<file path="config.mk">
export PLATFORM = sky130hd
export DESIGN_NAME = matrix_mult_engine
export DESIGN_NICKNAME = d
export VERILOG_FILES = /design/src/rtl/mm_pkg.sv /design/src/rtl/dot_product_unit.sv /design/src/rtl/matrix_mult_engine.sv
export SDC_FILE = /design/constraint.sdc
export NUM_CORES = 1
export LEC_CHECK = 0
export BUFFER_PORTS_ARGS = -buffer_cell sky130_fd_sc_hd__buf_2
export CAP_MARGIN = 10
export CORE_MARGIN = 1.5
export CORE_UTILIZATION = 45
export CTS_CLUSTER_SIZE = 10
export DETAILED_ROUTE_END_ITERATION = 16
export GPL_ROUTABILITY_DRIVEN = 0
export PLACE_DENSITY_LB_ADDON = 0.3
export SLEW_MARGIN = 20
export SYNTH_ARGS = -nofsm -noshare
export SYNTH_HDL_FRONTEND = slang
export SYNTH_SLANG_ARGS = --single-unit
</file>
<file path="constraint.sdc">
create_clock -name clk -period 7.1 [get_ports clk]
set_input_delay 1.065 -clock clk [delete_from_list [all_inputs] [get_ports clk]]
set_output_delay 1.065 -clock clk [all_outputs]
set_load 0.01 [all_outputs]
</file>
<file path="src/rtl/mm_pkg.sv">
// Shared types and helpers for the matrix multiply engine: FSM state encoding,
// accumulator sizing and output saturation.
package mm_pkg;

    typedef enum logic [2:0] {
        ST_IDLE     = 3'd0,
        ST_LOAD_A   = 3'd1,
        ST_STREAM_B = 3'd2,
        ST_WRITE    = 3'd3,
        ST_DONE     = 3'd4
    } state_e;

    // Full-precision dot-product width: product width plus log2 of the term count.
    function automatic int acc_width(input int in_w, input int wt_w, input int log_n);
        return in_w + wt_w + log_n;
    endfunction

    function automatic logic signed [63:0] saturate(input logic signed [63:0] val,
                                                    input int                 out_w,
                                                    input logic               is_signed);
        logic signed [63:0] hi;
        logic signed [63:0] lo;
        logic signed [63:0] res;
        if (is_signed) begin
            hi = (64'sd1 <<< (out_w - 1)) - 64'sd1;
            lo = -(64'sd1 <<< (out_w - 1));
        end else begin
            hi = (64'sd1 <<< out_w) - 64'sd1;
            lo = 64'sd0;
        end
        if (val > hi) begin
            res = hi;
        end else if (val < lo) begin
            res = lo;
        end else begin
            res = val;
        end
        return res;
    endfunction

endpackage

</file>
<file path="src/rtl/dot_product_unit.sv">
// N-lane multiply/add with a single output register; operands are sign- or
// zero-extended to the accumulator width so the sum never overflows.
module dot_product_unit #(
    parameter int N  = 4,
    parameter int IW = 4,
    parameter int WW = 8,
    parameter int AW = 14
) (
    input  logic            clk,
    input  logic            rst,
    input  logic            signed_mode,
    input  logic [N*IW-1:0] a_row,
    input  logic [N*WW-1:0] b_row,
    output logic [AW-1:0]   acc_q
);

    logic [AW-1:0] a_ext_s [N];
    logic [AW-1:0] b_ext_s [N];
    logic [AW-1:0] prod_s  [N];
    logic [AW-1:0] acc_d;

    // Extend each lane, multiply, and reduce; modular AW-bit arithmetic is exact here.
    always_comb begin
        acc_d = '0;
        for (int k = 0; k < N; k++) begin
            a_ext_s[k] = {{(AW-IW){signed_mode & a_row[k*IW + IW - 1]}}, a_row[k*IW +: IW]};
            b_ext_s[k] = {{(AW-WW){signed_mode & b_row[k*WW + WW - 1]}}, b_row[k*WW +: WW]};
            prod_s[k]  = a_ext_s[k] * b_ext_s[k];
            acc_d      = acc_d + prod_s[k];
        end
    end

    // Pipeline register for the dot product.
    always_ff @(posedge clk or negedge rst) begin
        if (!rst) begin
            acc_q <= '0;
        end else begin
            acc_q <= acc_d;
        end
    end

endmodule

</file>
<file path="src/rtl/matrix_mult_engine.sv">
// Row-at-a-time matrix multiply C = A * B with start/busy/done handshake,
// run-time M/O sizes, signed/unsigned mode and saturating output.
module matrix_mult_engine
    import mm_pkg::*;
#(
    parameter int BATCH_SIZE          = 8,
    parameter int LOG_BATCH_SIZE      = 3,
    parameter int INPUT_FEATURES      = 4,
    parameter int LOG_INPUT_FEATURES  = 2,
    parameter int OUTPUT_FEATURES     = 8,
    parameter int LOG_OUTPUT_FEATURES = 3,
    parameter int INPUT_WIDTH         = 4,
    parameter int WEIGHT_WIDTH        = 8,
    parameter int OUTPUT_WIDTH        = 16,
    parameter int READ_LATENCY        = 1
) (
    input  logic                                    clk,
    input  logic                                    rst,
    input  logic                                    start,
    input  logic [LOG_BATCH_SIZE:0]                 m_cfg,
    input  logic [LOG_OUTPUT_FEATURES:0]            o_cfg,
    input  logic                                    signed_mode,
    input  logic [INPUT_FEATURES*INPUT_WIDTH-1:0]   inputData,
    input  logic [INPUT_FEATURES*WEIGHT_WIDTH-1:0]  weightData,
    output logic [LOG_BATCH_SIZE-1:0]               inputAddr,
    output logic [LOG_OUTPUT_FEATURES-1:0]          weightAddr,
    output logic [OUTPUT_FEATURES*OUTPUT_WIDTH-1:0] outputData,
    output logic [LOG_BATCH_SIZE-1:0]               outputAddr,
    output logic                                    outputWrEn,
    output logic                                    busy,
    output logic                                    done
);

    localparam int AW  = acc_width(INPUT_WIDTH, WEIGHT_WIDTH, LOG_INPUT_FEATURES);
    localparam int CW  = $clog2(OUTPUT_FEATURES + READ_LATENCY + 2);
    localparam int MW  = LOG_BATCH_SIZE + 1;
    localparam int OCW = LOG_OUTPUT_FEATURES + 1;
    localparam int LB  = LOG_BATCH_SIZE;
    localparam int LO  = LOG_OUTPUT_FEATURES;

    state_e                                          state_q, state_d;
    logic [MW-1:0]                                   row_q, row_d;
    logic [MW-1:0]                                   m_q, m_d;
    logic [OCW-1:0]                                  o_q, o_d;
    logic                                            sm_q, sm_d;
    logic [CW-1:0]                                   cnt_q, cnt_d;
    logic [INPUT_FEATURES*INPUT_WIDTH-1:0]           a_row_q, a_row_d;
    logic [LB-1:0]                                   in_addr_q, in_addr_d;
    logic [LO-1:0]                                   w_addr_q, w_addr_d;
    logic [LB-1:0]                                   out_addr_q, out_addr_d;
    logic                                            out_we_q, out_we_d;
    logic                                            busy_q, busy_d;
    logic                                            done_q, done_d;
    logic [OUTPUT_FEATURES-1:0][OUTPUT_WIDTH-1:0]    rowbuf_q, rowbuf_d;
    logic [OUTPUT_FEATURES-1:0][OUTPUT_WIDTH-1:0]    out_data_q, out_data_d;

    logic [MW-1:0]           m_clamp_s;
    logic [OCW-1:0]          o_clamp_s;
    logic [AW-1:0]           acc_s;
    logic [63:0]             acc_ext_s;
    logic [OUTPUT_WIDTH-1:0] sat_val_s;
    logic [LO-1:0]           slot_s;

    assign m_clamp_s = (m_cfg > MW'(BATCH_SIZE))       ? MW'(BATCH_SIZE)       : m_cfg;
    assign o_clamp_s = (o_cfg > OCW'(OUTPUT_FEATURES)) ? OCW'(OUTPUT_FEATURES) : o_cfg;

    dot_product_unit #(
        .N  (INPUT_FEATURES),
        .IW (INPUT_WIDTH),
        .WW (WEIGHT_WIDTH),
        .AW (AW)
    ) u_dpu (
        .clk         (clk),
        .rst         (rst),
        .signed_mode (sm_q),
        .a_row       (a_row_q),
        .b_row       (weightData),
        .acc_q       (acc_s)
    );

    // Widen the registered dot product per mode, then clamp to the output width.
    always_comb begin
        acc_ext_s = {{(64-AW){sm_q & acc_s[AW-1]}}, acc_s};
        sat_val_s = OUTPUT_WIDTH'(saturate(signed'(acc_ext_s), OUTPUT_WIDTH, sm_q));
        slot_s    = LO'(cnt_q - CW'(READ_LATENCY + 1));
    end

    // Next-state and datapath control for the row sequencer.
    always_comb begin
        state_d    = state_q;
        row_d      = row_q;
        m_d        = m_q;
        o_d        = o_q;
        sm_d       = sm_q;
        cnt_d      = cnt_q + CW'(1);
        a_row_d    = a_row_q;
        in_addr_d  = in_addr_q;
        w_addr_d   = w_addr_q;
        out_addr_d = out_addr_q;
        out_we_d   = 1'b0;
        out_data_d = '0;
        rowbuf_d   = rowbuf_q;

        case (state_q)
            ST_IDLE: begin
                cnt_d = '0;
                if (start) begin
                    m_d   = m_clamp_s;
                    o_d   = o_clamp_s;
                    sm_d  = signed_mode;
                    row_d = '0;
                    if ((m_clamp_s == '0) || (o_clamp_s == '0)) begin
                        state_d = ST_DONE;
                    end else begin
                        state_d   = ST_LOAD_A;
                        in_addr_d = '0;
                    end
                end else begin
                    state_d = ST_IDLE;
                end
            end
            ST_LOAD_A: begin
                rowbuf_d = '0;
                if (int'(cnt_q) == READ_LATENCY) begin
                    a_row_d  = inputData;
                    cnt_d    = '0;
                    w_addr_d = '0;
                    state_d  = ST_STREAM_B;
                end else begin
                    state_d = ST_LOAD_A;
                end
            end
            ST_STREAM_B: begin
                if (int'(cnt_q) + 1 < int'(o_q)) begin
                    w_addr_d = LO'(cnt_q + CW'(1));
                end else begin
                    w_addr_d = w_addr_q;
                end
                // Column cnt-L-1 leaves the dot-product register this cycle.
                if (int'(cnt_q) >= READ_LATENCY + 1) begin
                    rowbuf_d[slot_s] = sat_val_s;
                end else begin
                    rowbuf_d = rowbuf_q;
                end
                if (int'(cnt_q) == int'(o_q) + READ_LATENCY) begin
                    cnt_d      = '0;
                    out_we_d   = 1'b1;
                    out_addr_d = row_q[LB-1:0];
                    out_data_d = rowbuf_d;
                    state_d    = ST_WRITE;
                end else begin
                    state_d = ST_STREAM_B;
                end
            end
            ST_WRITE: begin
                cnt_d = '0;
                if (int'(row_q) + 1 < int'(m_q)) begin
                    row_d     = row_q + MW'(1);
                    in_addr_d = LB'(row_q + MW'(1));
                    state_d   = ST_LOAD_A;
                end else begin
                    state_d = ST_DONE;
                end
            end
            ST_DONE: begin
                cnt_d   = '0;
                state_d = ST_IDLE;
            end
            default: begin
                cnt_d   = '0;
                state_d = ST_IDLE;
            end
        endcase

        busy_d = (state_d == ST_LOAD_A) || (state_d == ST_STREAM_B) || (state_d == ST_WRITE);
        done_d = (state_d == ST_DONE);
    end

    // State, configuration, buffer and output registers.
    always_ff @(posedge clk or negedge rst) begin
        if (!rst) begin
            state_q    <= ST_IDLE;
            row_q      <= '0;
            m_q        <= '0;
            o_q        <= '0;
            sm_q       <= 1'b0;
            cnt_q      <= '0;
            a_row_q    <= '0;
            in_addr_q  <= '0;
            w_addr_q   <= '0;
            out_addr_q <= '0;
            out_we_q   <= 1'b0;
            busy_q     <= 1'b0;
            done_q     <= 1'b0;
            rowbuf_q   <= '0;
            out_data_q <= '0;
        end else begin
            state_q    <= state_d;
            row_q      <= row_d;
            m_q        <= m_d;
            o_q        <= o_d;
            sm_q       <= sm_d;
            cnt_q      <= cnt_d;
            a_row_q    <= a_row_d;
            in_addr_q  <= in_addr_d;
            w_addr_q   <= w_addr_d;
            out_addr_q <= out_addr_d;
            out_we_q   <= out_we_d;
            busy_q     <= busy_d;
            done_q     <= done_d;
            rowbuf_q   <= rowbuf_d;
            out_data_q <= out_data_d;
        end
    end

    assign inputAddr  = in_addr_q;
    assign weightAddr = w_addr_q;
    assign outputAddr = out_addr_q;
    assign outputData = out_data_q;
    assign outputWrEn = out_we_q;
    assign busy       = busy_q;
    assign done       = done_q;

endmodule

</file>
# Yosys cells after proc, flatten, opt, wreduce, memory -nomap -nowiden
# Index checks and enable logic that the tools add are counted.
# totals
reg_bits	318
inputBits	60
output_inout_bits	140
elab_cells	124
# op_classes
n_addsub	9
mul	4
order_cmp	9
eq_ne	14
mux	34
n_bitwise	9
n_reduce_logical	15
# op_table
op	n
$mux 128	3
$pmux 128 s2	1
$bwmux 128	1
$lt 15x64->1	1
$mux 16	4
$mux 64	1
$mul 5x9->14	4
$demux 16 s3	1
$add 14x14->14	3
$mux 3	8
$mux 4	6
$gt 15x17->1	1
$pmux 4 s2	2
$add 4x1->5 const B	3
$eq 3x2->1 const B	4
$pmux 3 s2	2
$pmux 3 s4	1
$lt 5x4->1	2
$ne 2x2->1 const B	5
$and 1x1->1	9
$add 4x1->4 const B	2
$gt 4x4->1 const B	2
$logic_not 4->1	2
$eq 3x1->1 const B	2
16 further kinds	24

# Depth between registers and ports, before layout
# depth
word_depth	10
depth_mapped	23
mapped_depth_nobuf	21

# Cells and area by module
# Synthesis repeated with hierarchy kept, for this count alone.
# hier_totals
cells_unflattened	1869
area_unflattened_um2	19396.1
# by_module_without_submodules
mod	n_inst	cells_each	area_each_um2	seq_area_each_um2
matrix_mult_engine	1	1106	12155.4	7607.3
dot_product_unit	1	763	7240.7	350.3

# Least setup slack after synthesis
# Ideal clock, no wire load.
# synth_path
path_kind	input -> register
from	input port weightData[15]
to	register u_dpu.acc_q[13]
setup_time_ns	0.080
t_arrival_ns	6.572
required_ns	7.020
slack_ns	0.448
path_stages	19
path_buffers	1
cell_sequence	clkbuf_1 -> nand3_1 -> fa_1 -> inv_1 -> fa_1 -> inv_1 -> fa_1 -> inv_1 -> fa_1 -> fa_1 -> fa_1 -> inv_1 -> fa_1 -> inv_1 -> ha_1 -> nor2b_1 -> or4_1 -> o22ai_1 -> xnor2_1
# synth_between
elab_chain_len	5
# synth_lines
item	line	source
start, declared	matrix_mult_engine.sv:24	input logic [INPUT_FEATURES*WEIGHT_WIDTH-1:0] weightData,
$and 1x1->1	dot_product_unit.sv:27	b_ext_s[k] = {{(AW-WW){signed_mode & b_row[k*WW + WW - 1]}}, b_row[k*WW +: WW]};
$mul 5x9->14 (*)	dot_product_unit.sv:28	prod_s[k] = a_ext_s[k] * b_ext_s[k];
$add 14x14->14 (*) (3 in a row)	dot_product_unit.sv:29	acc_d = acc_d + prod_s[k];
net u_dpu.acc_d[13]	dot_product_unit.sv:20	logic [AW-1:0] acc_d;
end signal, assigned	dot_product_unit.sv:36	acc_q <= '0;
end signal, assigned	dot_product_unit.sv:38	acc_q <= acc_d;
end, declared	dot_product_unit.sv:14	output logic [AW-1:0] acc_q
# The timed path passes the listed nets; every way through them passes the cells marked *.
# A chain may end at the register's enable or synchronous reset.

# Worst setup path after layout
# layout_path
from	input port weightData[8]
to	register u_dpu.acc_q[12]
# layout_between
elab_chain_len	4
# layout_lines
item	line
$mul 5x9->14	dot_product_unit.sv:28
$add 14x14->14 (3 in a row)	dot_product_unit.sv:29
net u_dpu.acc_d[12]	dot_product_unit.sv:20
# The timed path passes the listed nets, and every way through them passes these cells.

==> reports/metrics.cfg <==
[clocking]
cts_sinks = 318
cts_made_buffers = 39
cts_tree = built
cts_root_buf = clkbuf_16
worstSkewPairLatency_ps = 550
htree_levels = 2
post_cts_buffers = 0
hold_buffers = 0
clk_pin_slew_ps = 50
clockBufferDepth = 3
cts_resized = 0

[global_routing]
grt_first_pass_wirelength_mm = 77.0
grt_pass1_vias = 14069
grt.overflow.total = 0
grt_start_max_net_pins = 183
antenna_found_initial = 6
track_usage = 0.223

[logic_synthesis]
syn_nets = 2213
synth_area_leaders = dfrtp_1, fa_1, nand2_1, a22o_1, ha_1
yosys.cell_types.count = 49
yosys.area_share.simple = 0.131
synth_fa_ha_area_frac = 0.240
synth_top_family_by_area = adder cells
seq_area_frac_synth = 0.410
synth_compound_area_frac = 0.113
synth_top_area_cell = dfrtp_1
ys.flop_type = dfrtp_1
synth_seq_cells = 318
yosysMostFrequentCell = dfrtp_1
synthMuxAreaShare = 0.0110
ys_warn_count = 0
synthTopCellsByCount = dfrtp_1, nand2_1, inv_1
synth.top_cell.area_share = 0.410
synthCells = 1891
async_reset_ff_frac = 1.00
syn_area_per_cell_um2 = 10.3
synth_edf_count = 0
synth-xor-area-share = 0.0198
synth_area_um2 = 19400

[sta]
rsz0062_at_grt = false
clock-skew-final_ps = 25.5
tns_ps = 0
max_clock_freq_mhz = 154
setup_violations = 0
slew_headroom = 0.275
hold_viol = 0
worstMarginPinSlew_ps = 1080
fin_crit_sh = 0.917
setup_ws_ps = 590
layout_min_cycle_time_ps = 6510
maxSlewViolCount = 0

[critical_path]
worstSetupPathType = input port to flop
path_max_fanout = 5
worst_setup_path_start_kind = input port
crit_required_ps = 7510
end_kind = flop
critPathArrivalTime_ps = 6920

[floorplanning]
core_area_um2 = 42200
ioPinCount = 200
fp-row-count = 75
die_h_um = 211
initial_core_util = 0.460
die_w_um = 211
dieArea_um2 = 44400

[cells_and_area]
final_util = 0.518
final_layout_size_suffix_gt1_frac = 0.157
area_growth_pct = 12.6
fin_nets = 2352

[placement]
numPortBuffers = 199
place_ws_ps = 10.7
hpwl_mm = 34.5

[drt]
totalWireLength_mm = 47.8
wl_per_cell_um = 18.5
drtIter0Drc = 1051
dr.pass1.iters = 6
drc_errors = 0
num_vias = 13703
ant_nets = 0
via_per_inst = 5.31

[worst_hold_path]
hold_class = input port to async pin

[outcome]
status = finished, final reports clean

[flow_run]
drv_cap = 0

==> worst paths after layout <==
path                                      startpoint                         to  slack (ps)  depth (start not counted)
min                                              rst  outputData[107]$_DFF_PN0_         390                          1
min in group clk           rowbuf_q[126]$_DFFE_PN0P_  rowbuf_q[126]$_DFFE_PN0P_         480                          1
max                                    weightData[8]  u_dpu.acc_q[12]$_DFF_PN0_         590                         19
max reg2reg                         sm_q$_DFFE_PN0P_  u_dpu.acc_q[12]$_DFF_PN0_         610                         22
min reg2reg                rowbuf_q[126]$_DFFE_PN0P_  rowbuf_q[126]$_DFFE_PN0P_         480                          1
max in group asynchronous                        rst   u_dpu.acc_q[1]$_DFF_PN0_        4970                          3
==> flip-flops by register name, summed over array words and instances (netlist names), 3 cells and up <==
signal,cells
a_row_q,16
state_q,3
m_q,4
outputData,128
row_q,4
o_q,4
rowbuf_q,128
outputAddr,3
u_dpu.acc_q,14
cnt_q,4
inputAddr,3
weightAddr,3
==> routing by layer <==
| metal | GRT usage | vias to the layer above | part of all wire |
|---|---|---|---|
| li1 | - | 6267 | - |
| met1 | 0.303 | 6858 | 0.43 |
| met2 | 0.362 | 488 | 0.47 |
| met3 | 0.0366 | 86 | 0.064 |
| met4 | 0.0820 | 4 | 0.031 |
| met5 | 0 | - | 0.00048 |
==> cell type report <==
| type | count | area, µm² |
|---|---|---|
| Clock inverter | 5 | 50.0 |
| Fill cell | 3790 | 20300 |
| Inverter | 244 | 918 |
| Timing Repair Buffer | 220 | 1200 |
| Tap cell | 539 | 674 |
| Sequential cell | 318 | 7960 |
| Multi-Input combinational cell | 1207 | 10000 |
| Antenna cell | 3 | 7.51 |
| Clock buffer | 44 | 1030 |
==> through the flow <==
step / cells / cell area, µm² / hold WS (ps)
2_1_floorplan: 1891 / 19400 / 444
3_3_place_gp: 2527 / 20700 / 461
3_5_place_dp: 2527 / 20800 / 469
4_1_cts: 2576 / 21800 / 482
5_1_grt: 2579 / 21900 / 406
6_report: 2580 / 21900 / 391
==> placed cells by master (no fill, tap or decap), drive strengths merged, types with 20 or more instances in the layout <==
cell type / n
o21ai: 41
xnor2: 36
inv: 245
or2: 20
a21oi: 128
nand2: 313
clkbuf: 44
nand3: 22
a22o: 116
fa: 185
ha: 77
buf: 220
dfrtp: 318
nor2: 53
and2: 80
==> worst max-delay path: stages <==
cell	delay (ps)
buf_2	110
or2_2	310
fa_1	520
fa_1	550
inv_1	70
fa_1	510
fa_1	540
fa_1	530
fa_1	540
inv_1	50
fa_1	530
inv_1	40
ha_1	320
nor2b_1	140
o21ai_0	220
a21boi_0	160
o21ai_0	250
a21oi_1	130
o311ai_0	330
==> cells by family (layout without fill, tap and decap cells) <==
| family | Yosys count | in the layout |
|---|---|---|
| AOI/OAI and AO/OA | 328 | 328 |
| xor gates and xnor gates | 44 | 44 |
| buffers and inverters | 366 | 513 |
| muxes | 19 | 19 |
| other | 0 | 3 |
| DFF | 318 | 318 |
| and+or+nand+nor | 554 | 554 |
| adders and majority gates | 262 | 262 |
Power is left out: the tool's default activity adds up to more than one toggle a clock period on the data nets, which glitch-free logic cannot reach.
